`config.mk`:
```
export PLATFORM = sky130hd
export DESIGN_NAME = writeback_flat
export DESIGN_NICKNAME = d
export VERILOG_FILES = /design/src/rtl/writeback_if.sv /design/src/rtl/writeback.sv /design/src/flat_wrapper.sv
export SDC_FILE = /design/constraint.sdc
export NUM_CORES = 2
export LEC_CHECK = 0
export CAP_MARGIN = 10
export CELL_PAD_IN_SITES_DETAIL_PLACEMENT = 0
export CELL_PAD_IN_SITES_GLOBAL_PLACEMENT = 1
export CORE_UTILIZATION = 40
export CTS_CLUSTER_DIAMETER = 40
export DETAILED_ROUTE_END_ITERATION = 12
export PLACE_DENSITY_LB_ADDON = 0.15
export SLEW_MARGIN = 30
export SYNTH_ARGS = -nofsm -noshare
export SYNTH_HDL_FRONTEND = slang
export SYNTH_SLANG_ARGS = --single-unit
```
`constraint.sdc`:
```
create_clock -name clk -period 4.1 [get_ports clk]
set_input_delay 0.82 -clock clk [delete_from_list [all_inputs] [get_ports clk]]
set_output_delay 0.82 -clock clk [all_outputs]
set_load 0.01 [all_outputs]
```
`src/rtl/writeback_if.sv`:
```
// Commit-stage bundle: execute result in, fetch PC / status out, plus the two
// decode operand read ports.
interface writeback_if #(
  parameter int unsigned RETIRE_W = 32
);
  logic                enable;
  logic [2:0]          wselector;
  logic [4:0]          rd;
  logic [31:0]         data;
  logic [31:0]         pc_target;
  logic                stall_enable;
  logic                done;
  logic [31:0]         pc;
  logic [4:0]          rs_no;
  logic [4:0]          rt_no;
  logic                fmode1;
  logic                fmode2;
  logic [31:0]         rs;
  logic [31:0]         rt;
  logic [RETIRE_W-1:0] retire_count;
  logic                misalign;

  modport master (
    output enable, wselector, rd, data, pc_target, stall_enable,
    output rs_no, rt_no, fmode1, fmode2,
    input  done, pc, rs, rt, retire_count, misalign
  );

  modport slave (
    input  enable, wselector, rd, data, pc_target, stall_enable,
    input  rs_no, rt_no, fmode1, fmode2,
    output done, pc, rs, rt, retire_count, misalign
  );
endinterface

```
`src/rtl/writeback.sv`:
```
// Commit stage: writes the integer/float register files, advances or redirects
// the PC, and serves two combinational operand read ports with write-first bypass.
module writeback #(
  parameter logic [31:0] RESET_PC = 32'h0,
  parameter int unsigned RETIRE_W = 32
) (
  input logic         clk,
  input logic         rstn,
  writeback_if.slave  wb
);

  logic [31:0]         int_q [32];
  logic [31:0]         int_d [32];
  logic [31:0]         flt_q [32];
  logic [31:0]         flt_d [32];
  logic [31:0]         pc_q, pc_d;
  logic                done_q, done_d;
  logic                misalign_q, misalign_d;
  logic [RETIRE_W-1:0] retire_q, retire_d;

  logic commit, wr_int, wr_flt;

  assign commit = wb.enable & ~wb.stall_enable;
  // int[0] is hardwired zero, so a write to it is dropped here and never bypassed.
  assign wr_int = commit & wb.wselector[1] & ~wb.wselector[0] & (wb.rd != 5'd0);
  assign wr_flt = commit & wb.wselector[1] & wb.wselector[0];

  always_comb begin
    int_d      = int_q;
    flt_d      = flt_q;
    pc_d       = pc_q;
    done_d     = wb.enable;
    misalign_d = misalign_q;
    retire_d   = retire_q;
    if (wr_int) int_d[wb.rd] = wb.data;
    if (wr_flt) flt_d[wb.rd] = wb.data;
    if (commit) begin
      retire_d = retire_q + RETIRE_W'(1);
      if (wb.wselector[2]) begin
        pc_d = {wb.pc_target[31:2], 2'b00};
        if (wb.pc_target[1:0] != 2'b00) misalign_d = 1'b1;
      end else begin
        pc_d = pc_q + 32'd4;
      end
    end
  end

  always_ff @(posedge clk or negedge rstn) begin
    if (!rstn) begin
      for (int i = 0; i < 32; i++) begin
        int_q[i] <= 32'h0;
        flt_q[i] <= 32'h0;
      end
      pc_q       <= RESET_PC;
      done_q     <= 1'b0;
      misalign_q <= 1'b0;
      retire_q   <= '0;
    end else begin
      int_q      <= int_d;
      flt_q      <= flt_d;
      pc_q       <= pc_d;
      done_q     <= done_d;
      misalign_q <= misalign_d;
      retire_q   <= retire_d;
    end
  end

  always_comb begin
    wb.rs = 32'h0;
    if (wb.fmode1) begin
      wb.rs = (wr_flt && wb.rd == wb.rs_no) ? wb.data : flt_q[wb.rs_no];
    end else if (wb.rs_no != 5'd0) begin
      wb.rs = (wr_int && wb.rd == wb.rs_no) ? wb.data : int_q[wb.rs_no];
    end
  end

  always_comb begin
    wb.rt = 32'h0;
    if (wb.fmode2) begin
      wb.rt = (wr_flt && wb.rd == wb.rt_no) ? wb.data : flt_q[wb.rt_no];
    end else if (wb.rt_no != 5'd0) begin
      wb.rt = (wr_int && wb.rd == wb.rt_no) ? wb.data : int_q[wb.rt_no];
    end
  end

  assign wb.done         = done_q;
  assign wb.pc           = pc_q;
  assign wb.misalign     = misalign_q;
  assign wb.retire_count = retire_q;

endmodule
```
`src/flat_wrapper.sv`:
```
// flat-port wrapper written by rule: the top's interface ports become plain ports
module writeback_flat 
#(
  parameter logic [31:0] RESET_PC = 32'h0,
  parameter int unsigned RETIRE_W = 32
)
  (clk, rstn, wb_enable, wb_wselector, wb_rd, wb_data, wb_pc_target, wb_stall_enable, wb_rs_no, wb_rt_no, wb_fmode1, wb_fmode2, wb_done, wb_pc, wb_rs, wb_rt, wb_retire_count, wb_misalign);
  writeback_if #(.RETIRE_W(RETIRE_W)) wb_i ();
  input logic clk;
  input logic rstn;
  input wire logic [$bits(wb_i.enable)-1:0] wb_enable;
  input wire logic [$bits(wb_i.wselector)-1:0] wb_wselector;
  input wire logic [$bits(wb_i.rd)-1:0] wb_rd;
  input wire logic [$bits(wb_i.data)-1:0] wb_data;
  input wire logic [$bits(wb_i.pc_target)-1:0] wb_pc_target;
  input wire logic [$bits(wb_i.stall_enable)-1:0] wb_stall_enable;
  input wire logic [$bits(wb_i.rs_no)-1:0] wb_rs_no;
  input wire logic [$bits(wb_i.rt_no)-1:0] wb_rt_no;
  input wire logic [$bits(wb_i.fmode1)-1:0] wb_fmode1;
  input wire logic [$bits(wb_i.fmode2)-1:0] wb_fmode2;
  output wire logic [$bits(wb_i.done)-1:0] wb_done;
  output wire logic [$bits(wb_i.pc)-1:0] wb_pc;
  output wire logic [$bits(wb_i.rs)-1:0] wb_rs;
  output wire logic [$bits(wb_i.rt)-1:0] wb_rt;
  output wire logic [$bits(wb_i.retire_count)-1:0] wb_retire_count;
  output wire logic [$bits(wb_i.misalign)-1:0] wb_misalign;
  assign wb_i.enable = wb_enable;
  assign wb_i.wselector = wb_wselector;
  assign wb_i.rd = wb_rd;
  assign wb_i.data = wb_data;
  assign wb_i.pc_target = wb_pc_target;
  assign wb_i.stall_enable = wb_stall_enable;
  assign wb_i.rs_no = wb_rs_no;
  assign wb_i.rt_no = wb_rt_no;
  assign wb_i.fmode1 = wb_fmode1;
  assign wb_i.fmode2 = wb_fmode2;
  assign wb_done = wb_i.done;
  assign wb_pc = wb_i.pc;
  assign wb_rs = wb_i.rs;
  assign wb_rt = wb_i.rt;
  assign wb_retire_count = wb_i.retire_count;
  assign wb_misalign = wb_i.misalign;
  writeback #(.RESET_PC(RESET_PC), .RETIRE_W(RETIRE_W)) u_core (.clk(clk), .rstn(rstn), .wb(wb_i));
endmodule
```
==> parameters.txt <==
Parameter                              Value

Status
  Result of the run ... finished, violations left
  Violated checks ... setup timing

STA
  Hold Vio Cnt, Final ... 0
  Worst Skew ... roughly 0.031 ns
  Period minus WS final ... about 4.2 ns
  Unrepaired setup endpoints after global routing ... true
  Setup violation total in the final timing report ... 2
  Max Transition Viols Final ... 0
  Upper clock frequency limit ... about 240 MHz
  Headroom to the max-slew limit ... 0.328
  Slew at the pin closest to its max-slew limit ... a little over 1 ns
  Final worst-path setup slack ... -0.0566 ns
  Final Cycle Share ... 1.01

Critical path
  Critical Setup Path Class ... reg -> out
  Slowest-stage cell, CP ... mux4_2
  Beginning of the worst register-to-register path ... u_core.wb.pc[2]
  First element of the critical path ... u_core.int_q[604]
  Crit path cell chain ... mux4_2 > mux4_2 > a32o_2 > or4b_4 > buf_6
  Setup crit start kind ... flip-flop
  Data required time at the worst endpoint ... around 3.3 ns
  Reg2reg setup slack ... about 1.6 ns
  Instance count on the critical path ... 5
  Worst path max stage delay ... around 0.56 ns
  Crit path DAT ... 3.34 ns
  CP top delay family ... multiplexers
  Endpoint of the worst setup timing path ... wb_rs[28]
  CP endpoint kind ... output port
  Number of buffers and inverters on the critical path ... 1
  Endpoint of the lowest-slack register-to-register path ... u_core.wb.pc[20]
  Cell occurring most often along the worst timing path ... mux4_2
  Worst Reg2Reg Path Length in Cells ... 6
  Maximum fanout along the worst path ... 3

Clock tree
  Number of buffers created by CTS ... slightly below 400
  Clock-pin slew on the worst setup and hold paths ... 0.05 ns
  Clock insertion delay at the later pin of the skew report ... between 0.9 and 1 ns
  CTS tree ... yes
  Total clock sinks ... between 2000 and 2500
  H-tree levels ... 5
  Root buf cell ... clkbuf_16
  Maximum root-to-sink buffer count ... 4

Die
  Die area ... around 280000 sq um
  Count of pins on the block boundary ... around 220
  X dimension of the die ... around 530 um
  Placeable core region ... about 280000 sq um
  Site Rows ... ~190
  Initial Utilization ... 0.403
  DIE HEIGHT ... around 530 um

Yosys
  Number of distinct standard cells referenced by the synthesized netlist ... 70
  Mapped cell area ... between 100000 and 150000 sq um
  Leading post-synthesis cells by instance count ... 2112 x dfrtp_1, 1998 x mux2_2, 1091 x mux4_2
  Cell accounting for the most synthesized area ... dfrtp_1
  Most used flip-flop cell after synthesis ... dfrtp_1
  Cells after Synth ... 7362
  Share of flip-flops with an asynchronous set or reset after synthesis ... 1.00
  Number of flops mapped to enable cells by yosys ... 0
  Most instantiated library cell after synthesis ... dfrtp_1
  Count of warnings emitted by yosys ... 0
  Proportion of netlist area held by the largest area contributor ... 0.473
  Number of synthesized register bits ... around 2100
  Biggest area contributors in the synthesized netlist ... dfrtp_1 47%, mux4_2 22%, mux2_2 20%
  Syn_area_per_cell ... approximately 15 sq um
  Part of the Yosys area used for sequential elements ... 0.473

Cells and area
  Area added between synthesis and finish ... 26.8%
  Final core utilization ... 0.511
  Fraction of layout instances using a drive strength above 1 ... 0.605
  Non-filler instance count after layout ... 12143
  Filler instances ... between 20000 and 25000
  Post-layout nets ... approximately 8000
  Area used by multi-input combinational logic ... 56700 sq um
  Sequential cell area ... approximately 53000 sq um

Detailed routing
  Vias per std cell ... around 6.3
  Number of nets with antenna violations after routing ... 0
  Routed wire per std cell ... 34.6 um
  Post-Route WL ... 421 mm
  First-iteration detailed-routing DRC count ... around 6300
  Router iterations before antenna repair ... 6
  Total via count in the routed design ... ~76000
  Final routed DRC violation total ... 0

GRT
  Via count of the first global-routing pass ... a little under 80000
  Overflow left after global routing ... 0
  Pin count of the biggest net entering global routing ... approximately 150
  Initial antenna violation count ... 16
  Wire length of the first global-routing pass ... roughly 600 mm
  Total global-route track usage ... 0.300

Place
  Final HPWL from detailed placement ... between 200 and 300 mm
  Number of input and output port buffers inserted ... between 200 and 250
  Last weighted congestion value of the routability-driven placer ... 0.892
  Total instance count after detailed placement ... between 10000 and 15000
  Pre-CTS setup slack ... -0.817 ns

Min path
  Worst min path class ... in -> reg

Power and ir drop
  Worst VDD drop ... 0.330 mV
  Power density cells ... ~450 nW/um^2
  Leak Pwr ... 65.2 nW

Flow run
  Max-cap check violation count ... 0
-- power breakdown --
| group | internal (W) | total, W | switching (W) |
|---|---|---|---|
| sequential | 0.0219 | 0.0227 | 0.000797 |
| clock | 0.0220 | 0.0337 | 0.0117 |
| combinational | 0.00328 | 0.00672 | 0.00344 |
-- worst register-to-register path: stages (launching register included) --
cell and delay [ns]:
dfrtp_1 0.43, ha_1 0.27, nand4_1 0.22, nor4_1 0.75, nand2_1 0.26, o2bb2a_1 0.33, o21ai_0 0.14
-- placed cells by master (no fill, tap or decap), drive strengths merged, types with 5 or more instances in the layout --
cell type,synthesis,final
a32oi,69,69
nor4,7,7
clkdlybuf4s50,0,99
and2,8,8
dfrtp,2112,2112
xnor2,30,30
clkinvlp,0,38
buf,377,1035
clkbuf,472,512
clkdlybuf4s15,0,15
nand4,11,11
mux2i,50,50
bufbuf,0,6
a311oi,5,5
and4,6,6
o211ai,7,7
mux2,2022,2022
xor2,11,11
o22ai,8,8
o2111ai,21,21
nor2b,18,18
and3,13,13
a21oi,44,44
nor3b,5,5
a31oi,8,8
nand3,104,104
nand2,303,303
mux4,1091,1091
inv,29,62
a22oi,361,361
nor3,15,15
bufinv,0,48
or2,5,5
o21ai,32,32
clkinv,1,107
dlygate4sd2,0,28
nor2,59,59
-- through the flow --
| stage | hold slack (ns) | power, W | instance area, sq um | setup TNS (ns) |
|---|---|---|---|---|
| 2_1_floorplan | 0.441 | 0.0262 | 112000 | 0 |
| 3_3_place_gp | 0.377 | 0.0293 | 125000 | -29.03 |
| 3_5_place_dp | 0.382 | 0.0294 | 125000 | -28.48 |
| 4_1_cts | 0.273 | 0.0635 | 141000 | -0.402 |
| 5_1_grt | 0.315 | 0.0651 | 142000 | -0.106 |
| 6_report | 0.330 | 0.0631 | 142000 | -0.0722 |
-- kinds of logic after synthesis --
family,count (synthesis),share of synthesized area
XOR/XNOR,41,0.00321
buffers and inverters,879,0.0324
AND/OR/NAND/NOR,572,0.0232
AO/OA/AOI/OAI,592,0.0394
adder cells (fa/ha/maj),2,0.000224
multiplexers,3163,0.428
flip-flops,2112,0.473
other,1,0.0000336
-- flip-flops by register name, indices dropped and copies added (netlist names) --
register,flops
u_core.flt_q,1024
u_core.int_q,1024
u_core.wb.done,1
u_core.wb.misalign,1
u_core.wb.pc,30
u_core.wb.retire_count,32
-- per-layer routing --
layer,wire length (um),vias up,track usage
met3,31200,838,0.0684
met5,34,-,0
met1,176000,41827,0.407
met2,194000,2954,0.464
li1,-,30380,-
met4,19700,6,0.121
-- timing repair --
action,in CTS,in global routing
resized for setup,359,72
hold buffers,1,0
cloned,11,1
endpoints found under the setup margin,64,42
setup buffers,100,35
hold endpoints to repair,35,0
pin swaps,67,46
-- area by class of cell --
class / instances / area share
clock inverter: 225 / 0.0201
inverter: 30 / 0.000813
tap: 3705 / 0.0327
clock buffer: 496 / 0.0773
timing repair buffer: 1200 / 0.0958
multi-input combinational: 4372 / 0.400
antenna: 3 / 0.0000530
sequential: 2112 / 0.373
-- how the worst min path moves through the flow --
stage / slack (ns) / startpoint / cells after the start / to
6_report: 0.33 / wb_enable / 2 / u_core.wb.done
5_1_grt: 0.32 / wb_enable / 2 / u_core.wb.done
4_1_cts: 0.27 / wb_enable / 2 / u_core.wb.done
3_5_place_dp: 0.38 / u_core.int_q[1012] / 0 / u_core.int_q[1012]
3_3_place_gp: 0.38 / u_core.int_q[999] / 0 / u_core.int_q[999]
2_1_floorplan: 0.44 / u_core.int_q[1000] / 1 / u_core.int_q[1000]
(Power assumes the default switching activity.)
